===== config.mk =====
export PLATFORM = sky130hd
export DESIGN_NAME = pdm_demodulator_flat
export DESIGN_NICKNAME = d
export VERILOG_FILES = /design/src/rtl/pdm_demodulator_if.sv /design/src/rtl/pdm_demodulator.sv /design/src/flat_wrapper.sv
export SDC_FILE = /design/constraint.sdc
export NUM_CORES = 1
export LEC_CHECK = 0
export BUFFER_PORTS_ARGS = -buffer_cell sky130_fd_sc_hd__clkbuf_2
export CORE_UTILIZATION = 30
export DETAILED_ROUTE_END_ITERATION = 8
export RECOVER_POWER = 25
export SLEW_MARGIN = 20
export SYNTH_ARGS = -nofsm -noshare
export SYNTH_HDL_FRONTEND = slang
export SYNTH_SLANG_ARGS = --single-unit

===== constraint.sdc =====
create_clock -name clk -period 2.11 [get_ports clk]
set_input_delay 0.211 -clock clk [delete_from_list [all_inputs] [get_ports clk]]
set_output_delay 0.211 -clock clk [all_outputs]
set_load 0.05 [all_outputs]

===== src/rtl/pdm_demodulator_if.sv =====
// Signal bundle between a PDM stream consumer and the pdm_demodulator.
// The master drives run enable and the bitstream; the slave (the
// demodulator) returns the recovered value, its strobe and the busy flag.
interface pdm_demodulator_if #(
  parameter int MOD_WIDTH = 8
);
  logic                 ena;
  logic                 pdm_in;
  logic [MOD_WIDTH-1:0] mod_value;
  logic                 out_strobe;
  logic                 busy;

  modport master (
    output ena,
    output pdm_in,
    input  mod_value,
    input  out_strobe,
    input  busy
  );

  modport slave (
    input  ena,
    input  pdm_in,
    output mod_value,
    output out_strobe,
    output busy
  );
endinterface


===== src/rtl/pdm_demodulator.sv =====
// Pulse density demodulator: counts ones in the PDM stream over windows of
// 2**MOD_WIDTH samples, taken every SAMPLE_DIV system clocks via a
// clock-enable divider, and publishes the saturated count with a strobe.
// Optional feature macro PDM_DEMOD_SYNC_EN: when defined, pdm_in passes
// through a 2-flop synchronizer before it is sampled (for pin inputs).
module pdm_demodulator #(
  parameter int CLK_HZ     = 100_000_000,
  parameter int SAMPLE_DIV = 16,
  parameter int MOD_WIDTH  = 8
) (
  input  logic              clk,
  input  logic              nrst,
  pdm_demodulator_if.slave  bus
);

  localparam int                   DIV_W    = (SAMPLE_DIV > 1) ? $clog2(SAMPLE_DIV) : 1;
  localparam logic [DIV_W-1:0]     DIV_LAST = DIV_W'(SAMPLE_DIV - 1);
  localparam logic [MOD_WIDTH-1:0] CNT_LAST = '1;

  // Reject unusable configurations at elaboration; CLK_HZ is informational.
  if (SAMPLE_DIV < 1 || CLK_HZ < 1) begin : g_bad_param
    $error("pdm_demodulator: SAMPLE_DIV and CLK_HZ must be >= 1");
  end

  typedef enum logic {
    IDLE = 1'b0,
    RUN  = 1'b1
  } state_t;

  state_t               state_q, state_d;
  logic [DIV_W-1:0]     div_q, div_d;
  logic [MOD_WIDTH-1:0] smp_q, smp_d;
  logic [MOD_WIDTH:0]   ones_q, ones_d;
  logic [MOD_WIDTH-1:0] mod_q, mod_d;
  logic                 stb_q, stb_d;

  logic                 bit_s;
  logic                 tick;
  logic [MOD_WIDTH:0]   total;

  // A full window of ones yields 2**MOD_WIDTH, one past the output range.
  function automatic logic [MOD_WIDTH-1:0] sat_count(input logic [MOD_WIDTH:0] v);
    if (v[MOD_WIDTH]) begin
      return '1;
    end
    return v[MOD_WIDTH-1:0];
  endfunction

`ifdef PDM_DEMOD_SYNC_EN
  logic [1:0] sync_q;

  // Two-flop synchronizer; the counted bit lags pdm_in by two clocks.
  always_ff @(posedge clk) begin
    sync_q <= {sync_q[0], bus.pdm_in};
  end

  assign bit_s = sync_q[1];
`else
  assign bit_s = bus.pdm_in;
`endif

  assign tick  = (state_q == RUN) && (div_q == DIV_LAST);
  assign total = ones_q + {{MOD_WIDTH{1'b0}}, bit_s};

  // Next-state logic: divider, window counters, result capture and FSM.
  always_comb begin
    state_d = state_q;
    div_d   = div_q;
    smp_d   = smp_q;
    ones_d  = ones_q;
    mod_d   = mod_q;
    stb_d   = 1'b0;

    case (state_q)
      IDLE: begin
        div_d  = '0;
        smp_d  = '0;
        ones_d = '0;
        if (bus.ena) begin
          state_d = RUN;
        end
      end

      RUN: begin
        if (tick) begin
          div_d = '0;
          if (smp_q == CNT_LAST) begin
            // Last sample of the window: publish and restart with no gap.
            mod_d  = sat_count(total);
            stb_d  = 1'b1;
            smp_d  = '0;
            ones_d = '0;
          end else begin
            smp_d  = smp_q + 1'b1;
            ones_d = total;
          end
        end else begin
          div_d = div_q + 1'b1;
        end

        // Leaving RUN drops any partial window; a completing window above
        // still publishes because mod_d/stb_d are left untouched here.
        if (!bus.ena) begin
          state_d = IDLE;
          div_d   = '0;
          smp_d   = '0;
          ones_d  = '0;
        end
      end

      default: begin
        state_d = IDLE;
      end
    endcase
  end

  // State and counter registers with synchronous active-low reset.
  always_ff @(posedge clk) begin
    if (!nrst) begin
      state_q <= IDLE;
      div_q   <= '0;
      smp_q   <= '0;
      ones_q  <= '0;
      mod_q   <= '0;
      stb_q   <= 1'b0;
    end else begin
      state_q <= state_d;
      div_q   <= div_d;
      smp_q   <= smp_d;
      ones_q  <= ones_d;
      mod_q   <= mod_d;
      stb_q   <= stb_d;
    end
  end

  assign bus.mod_value  = mod_q;
  assign bus.out_strobe = stb_q;
  assign bus.busy       = (state_q == RUN);

endmodule


===== src/flat_wrapper.sv =====
// flat-port wrapper written by rule: the top's interface ports become plain ports
module pdm_demodulator_flat 
#(
  parameter int CLK_HZ     = 100_000_000,
  parameter int SAMPLE_DIV = 16,
  parameter int MOD_WIDTH  = 8
)
  (clk, nrst, bus_ena, bus_pdm_in, bus_mod_value, bus_out_strobe, bus_busy);
  pdm_demodulator_if #(.MOD_WIDTH(MOD_WIDTH)) bus_i ();
  input  logic clk;
  input  logic nrst;
  input wire logic [$bits(bus_i.ena)-1:0] bus_ena;
  input wire logic [$bits(bus_i.pdm_in)-1:0] bus_pdm_in;
  output wire logic [$bits(bus_i.mod_value)-1:0] bus_mod_value;
  output wire logic [$bits(bus_i.out_strobe)-1:0] bus_out_strobe;
  output wire logic [$bits(bus_i.busy)-1:0] bus_busy;
  assign bus_i.ena = bus_ena;
  assign bus_i.pdm_in = bus_pdm_in;
  assign bus_mod_value = bus_i.mod_value;
  assign bus_out_strobe = bus_i.out_strobe;
  assign bus_busy = bus_i.busy;
  pdm_demodulator #(.CLK_HZ(CLK_HZ), .SAMPLE_DIV(SAMPLE_DIV), .MOD_WIDTH(MOD_WIDTH)) u_core (.clk(clk), .nrst(nrst), .bus(bus_i));
endmodule

==> out/qor.txt <==
RePlAce Congestion -> 0.775
drt initial violations -> 74
setup skew after layout -> 0.00501 ns
Pleak -> 0.585 nW
f_max -> 0.536 GHz
port bufs -> 13
remaining routing DRC violations -> 0
sequential share of the synthesized area -> 43.4%
Yosys Warn Count -> 0
Die X -> 71.0 um
Mean Syn Cell Area -> 9.65 sq um
first-pass GRT wire length -> 4790 um
top cells by area, synth -> dfxtp_1 43%, a31oi_1 5.3%, xnor2_1 4.9%
CTS Sinks -> 31
Synth-to-Final Area Change -> 14.2%
count of flip-flops with a built-in enable after synthesis -> 0
clock latency at the later pin of the worst-skew pair -> 0.29 ns
sort of element at the end of the critical path -> register
area enclosed by the die boundary -> 5040 sq um
count of buffers added by post-CTS timing repair for setup -> 0
setup slack of the most critical reg-to-reg path -> 0.25 ns
final-stage net count -> 172
antenna fix cells -> 0
Crit path max-delay family -> XOR/XNOR gates
max_slew headroom -> 45.6%
category of the critical setup timing path -> reg2reg
number of iterations in the first detailed-routing pass -> 4
total negative slack -> 0 ns
cts hold-fix bufs -> 0
Clk pin slew, worst setup/hold paths -> 0.07 ns
max-slew violation total from the final report -> 0
unrepaired setup endpoints after global routing -> no
combined area of all synthesized cells -> 1430 sq um
grt ovf -> 0
Setup WS post-layout -> 0.245 ns
count of cell types in the netlist -> 36
Top cell by count, worst path -> ha_1
kind of start point of the critical path -> register
CP Data Arrival Time -> 2.01 ns
Antenna Violating Nets Remaining -> 0
reg-to-reg critical path startpoint -> u_core.ones_q[0]
final routed wire length divided by cell count -> 12.5 um
half-perimeter wire length after placement -> 1890 um
Starting Density -> 31.9%
Site Rows -> 24
share of final-layout standard cells stronger than drive strength 1 -> 15.2%
clock tree from TritonCTS -> built
Worst Hold Path EP -> u_core.ones_q[0]
pre-CTS worst setup slack -> 0.251 ns
largest net degree at the start of global routing -> 18
Post-Route WL -> 2700 um
endpoints failing setup -> 0
data required time of the critical path -> 2.25 ns
number of global-route vias before repair -> 1017
worst slew pin tran -> 0.811 ns
number of maximum-capacitance constraint violations -> 0
fin crit share -> 88.4%
number of stages on the worst hold path -> 3
top cell types by occurrence after synthesis -> 31 x dfxtp_1, 13 x nor2_1, 12 x a31oi_1, 9 x nand2_1, 9 x o21ai_0
total via count after detailed routing -> 1075
critical path buffer and inverter count -> 0
R2R cell count -> 6
overall routing resource usage -> 12.5%
instance count after placement with tap cells included -> 208
cell with the most instances after synthesis -> dfxtp_1
cell with the largest stage delay on the worst path -> xnor2_1
Synth async-reset ratio -> 0%
Die Y-Extent -> 71.0 um
Clock Root Buffer -> clkbuf_8
class of the most critical hold timing path -> in2reg
run status -> completed
post-route worst hold slack -> 0.343 ns
min cycle time layout -> 1.86 ns
initial antenna violation count -> 0
Resized cells post-CTS -> 0
final number of hold-violating endpoints -> 0
cts bufs inserted -> 5
filler-free cell count of the finished design -> 216
number of standard cells after synthesis -> 148
power per cell area -> 748 nW/um^2
cells traversed along the worst timing path -> ha_1 -> ha_1 -> nand3_1 -> nor2_1 -> xnor2_1 -> a31oi_1
post-layout power -> 1.22 mW
Max clock buf depth -> 2
Max IR drop VDD -> 0.000223 V
number of top-level pins -> 14
most area-hungry cell type in the Yosys netlist -> dfxtp_1
H-tree level count -> 2
post-DR vias/cell -> 4.98
Post-Synthesis Net Count -> 157
largest incremental delay on the critical path -> 0.65 ns
Placeable Area -> 4470 sq um
post-synth top area share -> 43.4%
worst min-delay path startpoint -> bus_pdm_in
Yosys reg bits -> 31
highest net fanout along the worst path -> 8
FF-to-FF End -> u_core.bus.mod_value[7]
most common flop cell mapped by yosys -> dfxtp_1
worst register-to-register path: stages, from the launching register on:
cell and delay [ns]:
dfxtp_1 0.33, ha_1 0.18, ha_1 0.23, nand3_1 0.11
nor2_1 0.06, xnor2_1 0.65, a31oi_1 0.17
cell families after synthesis:
group | share of synthesized area (%)
compound gates | 19.4
xor+xnor | 7.97
fa+ha+maj | 4.38
buf+inv | 4.20
flops | 43.4
simple gates | 20.6
metrics by stage:
step	cell area, sq um	utilization (%)
after floorplan	1430	-
after global placement	1530	34.1
after detailed placement	1530	34.1
after CTS	1640	36.7
after global routing	1630	36.5
final	1630	36.5
cell usage in the layout, fill, tap and decap left out, types with 2 or more instances in the layout:
cell type	Yosys	layout
nand4_1	2	2
o2bb2ai_1	4	4
clkbuf_2	2	4
ha_1	5	5
a311oi_1	2	2
clkbuf_1	1	9
o21ai_0	9	9
nand3_1	8	8
and2_1	2	2
xnor2_1	8	8
dfxtp_1	31	31
nor2_1	13	13
clkbuf_8	0	6
xor2_1	5	5
a21oi_1	4	4
and3_1	3	3
a31oi_1	12	12
nand2_1	9	9
inv_1	5	5
a22o_1	3	3
nand4_4	2	2
nor3_1	2	2
metal layers:
| layer | part of all wire (%) | GRT usage, % | vias up |
|---|---|---|---|
| li1 | - | - | 569 |
| met5 | 0 | 0 | - |
| met3 | 2.5 | 2.99 | 7 |
| met2 | 42 | 17.8 | 11 |
| met1 | 53 | 16.7 | 488 |
| met4 | 2.8 | 8.67 | 0 |
layout make-up:
cell class	instances	area, sq um
clock inverters	2	35.0
flip-flops and latches	31	621
clock buffers	6	82.6
multi-input cells	106	748
fillers	463	2840
repair buffers	14	61.3
well taps	52	65.1
inverters	5	18.8
worst max-delay path by stage:
stage                                start                      end  slack [ns]  cells past startpoint
after floorplan            u_core.bus.busy  u_core.bus.mod_value[1]        0.43                      6
after global placement          bus_pdm_in  u_core.bus.mod_value[5]        0.28                      7
after detailed placement        bus_pdm_in  u_core.bus.mod_value[3]        0.25                      7
after CTS                 u_core.ones_q[0]  u_core.bus.mod_value[3]        0.26                      6
after global routing      u_core.ones_q[0]  u_core.bus.mod_value[4]        0.09                      6
final                     u_core.ones_q[0]  u_core.bus.mod_value[7]        0.25                      6
registers in the layout, indices dropped and copies added (netlist names):
name                   cells
u_core.div_q               4
u_core.bus.out_strobe      1
u_core.bus.busy            1
u_core.ones_q              9
u_core.smp_q               8
u_core.bus.mod_value       8
power by group:
part	internal (mW)	switching (mW)
Combinational	0.00560	0.0173
Clock	0.382	0.225
Sequential	0.587	0.00374
No activity file was read; power rests on OpenSTA's default activity.
